$ cat config.mk
export PLATFORM = sky130hd
export DESIGN_NAME = mux_scan_ctrl
export DESIGN_NICKNAME = d
export VERILOG_FILES = /design/src/rtl/mux_scan_ctrl.sv
export SDC_FILE = /design/constraint.sdc
export NUM_CORES = 1
export LEC_CHECK = 0
export BUFFER_PORTS_ARGS = -buffer_cell sky130_fd_sc_hd__buf_2
export CORE_MARGIN = 2
export CORE_UTILIZATION = 30
export DETAILED_ROUTE_END_ITERATION = 10
export SYNTH_ARGS = -nofsm -noshare
export SYNTH_HDL_FRONTEND = slang
export SYNTH_SLANG_ARGS = --single-unit
export TNS_END_PERCENT = 50
$ cat constraint.sdc
create_clock -name clk -period 2 [get_ports clk]
set_clock_uncertainty 0.05 [all_clocks]
set_input_delay 0.4 -clock clk [delete_from_list [all_inputs] [get_ports clk]]
set_output_delay 0.4 -clock clk [all_outputs]
set_load 0.005 [all_outputs]
$ cat src/rtl/mux_scan_ctrl.sv
// ---------------------------------------------------------------------------
// mux_scan_ctrl
//
// Round-robin scan controller for a 4:1 mux. On start it walks the mux
// select through channels 0..3, waits SETTLE cycles on each channel, and
// samples the mux output y. When all four channels are sampled it presents
// them together on q with a one-cycle valid strobe.
//
// Parameters
//   SETTLE  wait cycles per channel before sampling y (0..255)
//
// Ports
//   clk     in   system clock, rising edge
//   rst_n   in   asynchronous active-low reset
//   start   in   scan request, accepted only while idle
//   y       in   mux output for the currently selected channel
//   s       out  [0:1] mux select, s[0] is the MSB of the channel index
//   q       out  [0:3] scan result, q[k] = y sampled on channel k
//   valid   out  one-cycle strobe, q has just been updated
//   busy    out  high while a scan is in progress
//
// state | meaning
// ------+---------------------------------------------------------------
// IDLE  | waiting for start, busy low
// SCAN  | stepping channels, counting settle cycles, sampling y
// ---------------------------------------------------------------------------
module mux_scan_ctrl #(
    parameter int SETTLE = 1
) (
    input  logic       clk,
    input  logic       rst_n,
    input  logic       start,
    input  logic       y,
    output logic [0:1] s,
    output logic [0:3] q,
    output logic       valid,
    output logic       busy
);

    typedef enum logic {
        IDLE = 1'b0,
        SCAN = 1'b1
    } state_t;

    localparam logic [7:0] SETTLE_CNT = 8'(SETTLE);

    state_t     state;
    state_t     state_nxt;
    logic [7:0] cnt;
    logic [7:0] cnt_nxt;
    logic [0:3] sh;
    logic [0:3] sh_nxt;
    logic [0:1] s_nxt;
    logic [0:3] q_nxt;
    logic       valid_nxt;
    logic       busy_nxt;

    always_ff @(posedge clk or negedge rst_n) begin
        if (!rst_n) begin
            state <= IDLE;
            cnt   <= 8'd0;
            sh    <= 4'b0000;
            s     <= 2'b00;
            q     <= 4'b0000;
            valid <= 1'b0;
            busy  <= 1'b0;
        end else begin
            state <= state_nxt;
            cnt   <= cnt_nxt;
            sh    <= sh_nxt;
            s     <= s_nxt;
            q     <= q_nxt;
            valid <= valid_nxt;
            busy  <= busy_nxt;
        end
    end

    always_comb begin
        state_nxt = state;
        cnt_nxt   = cnt;
        sh_nxt    = sh;
        s_nxt     = s;
        q_nxt     = q;
        valid_nxt = 1'b0;
        busy_nxt  = busy;

        case (state)
            IDLE: begin
                if (start) begin
                    state_nxt = SCAN;
                    s_nxt     = 2'b00;
                    cnt_nxt   = 8'd0;
                    busy_nxt  = 1'b1;
                end
            end

            SCAN: begin
                if (cnt != SETTLE_CNT) begin
                    cnt_nxt = cnt + 8'd1;
                end else begin
                    sh_nxt[s] = y;
                    cnt_nxt   = 8'd0;
                    if (s != 2'b11) begin
                        s_nxt = s + 2'd1;
                    end else begin
                        // Last channel goes straight from y so all four bits
                        // land in q on the same edge.
                        q_nxt     = {sh[0], sh[1], sh[2], y};
                        valid_nxt = 1'b1;
                        busy_nxt  = 1'b0;
                        s_nxt     = 2'b00;
                        state_nxt = IDLE;
                    end
                end
            end

            default: begin
                state_nxt = IDLE;
                busy_nxt  = 1'b0;
                s_nxt     = 2'b00;
            end
        endcase
    end

endmodule

==> summary by stage <==
STA
The upper clock frequency limit is 523.6 MHz. The final number of hold-violating endpoints is 0. The post-route clock period utilization is 0.9550. The setup total negative slack is 0 ns. The smallest clock period supported by the final layout is computed as 1.910 ns. Setup repair after global routing left no endpoint under its margin. Setup violations remaining at the end of the flow were counted as 0. For the pin with the worst max-slew slack, the measured transition is 0.5804 ns. The worst pin sits at a relative slew slack of 0.6116. The final-report max-slew violation count is 0.

Synthesis
The area fraction of the dominant cell type after synthesis is 0.5057. The synthesized design spends more area on one cell type than any other, namely sky130_fd_sc_hd__dfrtp_1. The post-synthesis cell type count is 26. The number of warnings reported in the yosys synthesis log is 0. Sorting the synthesized cells by area gives the leading types as sky130_fd_sc_hd__dfrtp_1 (51%), sky130_fd_sc_hd__mux2_2 (8.0%), sky130_fd_sc_hd__ha_1 (7.6%), sky130_fd_sc_hd__o21ai_0 (3.0%), sky130_fd_sc_hd__inv_1 (2.7%). Yosys instantiated no cell more often than sky130_fd_sc_hd__dfrtp_1.

Ranked by instance count, the synthesized netlist is headed by sky130_fd_sc_hd__dfrtp_1 (20), sky130_fd_sc_hd__inv_1 (7), sky130_fd_sc_hd__mux2_2 (7). The flop and latch count out of synthesis is 20. The mean instance size in the synthesized netlist is 11.12 um2. The most used flip-flop cell after synthesis is sky130_fd_sc_hd__dfrtp_1. The net count after synthesis is 99. Synthesis produced a netlist whose cell count is 89. The fraction of registers with async set or reset after synthesis is 1.000. The mapped cell area is 989.7 um2. The sequential share of the synthesized area is 0.5057. The synthesized design contains 0 enable-type register cells.

Route
The vias per cell is 4.899. The total routed wirelength is 2001 um. For this block, the via count after detailed routing is 779. The number of design-rule violations left by the first detailed-router iteration is 23. The count of TritonRoute iterations in the first routing pass is 6. The residual DRC count is 0. Dividing the detail-routed wire length by the instance count gives 12.58 um.

The detail route stage leaves a number of antenna-violating nets equal to 0.

Worst setup path
The critical path start-end classification is flip-flop to flip-flop. STA classifies the critical path endpoint as a flip-flop. The worst-path maximum fanout is 6. The worst setup path is launched from a flip-flop.

STA puts the critical path data required time at 2.14 ns. For flop-to-flop paths, the worst setup slack is 0.09 ns. The signal arrival time at the worst endpoint is 2.05 ns.

Hold path
The worst hold-check path type is input pin to flip-flop.

Floorplanning
The die is 61.44 um tall. The initialized floorplan defines 20 standard-cell rows. The initial utilization of the core area, before any placement, comes to 0.3190.

The core outline area is 3103 um2. The number of primary I/O pins is 12. The die covers 3774 um2. The horizontal die dimension is 61.44 um.

Global routing
The maximum number of pins on one net before global-route repair is 21. In the global route stage, overall resource usage came out at 0.1267. The first global-routing pass estimated 3484 um of wire. The via count of the first global-routing pass is 801. The initial antenna violation count is 0. The remaining global-route overflow is 0.

Clock network
The buffer levels on the longest clock path is 2. The clock net in this run drives a total of 20 sinks. Buffers inserted during clock tree synthesis total 3. The clock-pin transition on the worst setup and hold timing paths is 0.11 ns. TritonCTS built the clock tree. The clock latency reported for the late side of the worst-skew pair is 0.29 ns. The number of levels in the clock H-tree is 1.

The root buffer cell is sky130_fd_sc_hd__clkbuf_4.

Place
Buffers placed on the I/O ports in this run total 11. Routability-driven placement finished with a final weighted congestion of 0.7563. The HPWL reported at the end of detailed placement is 1506 um.

Finish
The synthesis-to-layout area growth is 24.02%. The share of cells above drive strength 1 is 0.3304. The number of nets in the final layout is 126. The number of antenna cells inserted is 0.

Run status
The flow ran to the end, and the final reports show no timing, DRC or antenna violations.

Power
For this design the ratio of total power to cell area is 1407 nW/um2. The maximum vdd ir drop is 0.3143 mV. The standby leakage power is 0.5546 nW.

Overall power consumption after layout is estimated at 1.727 mW.

Flow run
The max-cap check violation count is 0.
logic make-up (layout without fill, tap and decap cells):
| kind of cell | Yosys count | after routing | share of synthesized area |
|---|---|---|---|
| AOI/OAI and AO/OA | 19 | 19 | 0.1201 |
| buffers and inverters | 8 | 34 | 0.03034 |
| and+or+nand+nor | 28 | 28 | 0.1783 |
| DFF | 20 | 20 | 0.5057 |
| adders and majority gates | 6 | 6 | 0.07585 |
| muxes | 8 | 8 | 0.08976 |
state kept, by name (all words and copies together), names as in the netlist:
register	flops
q	4
s	2
busy	1
state	1
sh	3
cnt	8
valid	1
report_power, final:
group	internal (mW)	leakage (nW)	switching, mW
clock	0.111	0.0210	0.122
combinational	0.399	0.286	0.391
sequential	0.583	0.247	0.120
cell type report:
class,count,area [um2]
repair buffers,23,147.6
fillers,320,1876
well taps,44,55.05
clock buffers,4,36.28
inverters,7,26.28
multi-input cells,61,461.7
flip-flops and latches,20,500.5
critical path, stage by stage, from the launching register on:
cell	delay, ns
sky130_fd_sc_hd__dfrtp_1	0.40
sky130_fd_sc_hd__inv_1	0.06
sky130_fd_sc_hd__ha_1	0.15
sky130_fd_sc_hd__or3b_4	0.42
sky130_fd_sc_hd__nor4_4	0.21
sky130_fd_sc_hd__buf_4	0.18
sky130_fd_sc_hd__mux2_2	0.33
cell usage in the layout (no fill, tap or decap):
master                          count
sky130_fd_sc_hd__mux2i_1            1
sky130_fd_sc_hd__nand3_1            5
sky130_fd_sc_hd__a32oi_1            1
sky130_fd_sc_hd__a21oi_1            3
sky130_fd_sc_hd__or4_4              1
sky130_fd_sc_hd__o22ai_1            1
sky130_fd_sc_hd__o31ai_1            2
sky130_fd_sc_hd__nand4_1            3
sky130_fd_sc_hd__o32ai_1            1
sky130_fd_sc_hd__dlygate4sd3_1      1
sky130_fd_sc_hd__ha_1               6
sky130_fd_sc_hd__or3_2              1
sky130_fd_sc_hd__nor4_1             2
sky130_fd_sc_hd__or3b_4             1
sky130_fd_sc_hd__buf_4             11
sky130_fd_sc_hd__nand2b_1           3
sky130_fd_sc_hd__clkbuf_8           1
sky130_fd_sc_hd__dfrtp_1           20
sky130_fd_sc_hd__buf_2             11
sky130_fd_sc_hd__a31oi_1            2
sky130_fd_sc_hd__nor2_1             4
sky130_fd_sc_hd__nand2_1            5
sky130_fd_sc_hd__mux2_2             7
sky130_fd_sc_hd__o211ai_1           3
sky130_fd_sc_hd__inv_1              7
sky130_fd_sc_hd__o21ai_0            6
sky130_fd_sc_hd__nor2b_1            1
sky130_fd_sc_hd__and4bb_2           1
sky130_fd_sc_hd__nor4_4             1
sky130_fd_sc_hd__clkbuf_4           3
per-layer routing:
layer / vias up / share of wire / GRT usage
met2: 12 / 0.49 / 0.1991
li1: 380 / - / -
met3: 2 / 0.021 / 0.02101
met1: 385 / 0.47 / 0.1684
met4: 0 / 0.0095 / 0.06383
met5: - / 0 / 0
per-stage QoR:
stage / utilization / instance area (um2) / std cells / setup slack [ns] / hold WS, ns
after global placement: 0.3774 / 1171 / 153 / 0.08620 / 0.3172
final: 0.3956 / 1227 / 159 / 0.08997 / 0.2997
after global routing: 0.3956 / 1227 / 159 / 0.03706 / 0.2845
after floorplan: - / 989.7 / 89 / 0.1066 / 0.05441
after detailed placement: 0.3774 / 1171 / 153 / 0.01472 / 0.3205
after CTS: 0.3923 / 1217 / 158 / 0.002172 / 0.2899
repair_timing:
item,CTS,global route
gates resized for setup,0,1
buffers inserted,0,1
hold buffers,1,0
endpoints found under the hold margin,20,0
setup endpoints to repair,0,4
worst paths after layout:
kind	start	end	depth (start not counted)
worst max-delay path	cnt[1]$_DFFE_PN0P_	q[2]$_DFFE_PN0P_	6
worst max register to register	cnt[1]$_DFFE_PN0P_	q[2]$_DFFE_PN0P_	6
worst min-delay path	start	cnt[1]$_DFFE_PN0P_	2
worst min register to register	busy$_DFFE_PN0P_	busy$_DFFE_PN0P_	2
min in group asynchronous	rst_n	cnt[0]$_DFFE_PN0P_	2
max in group asynchronous	rst_n	state$_DFF_PN0_	2
Power figures use the tool's default switching activity.
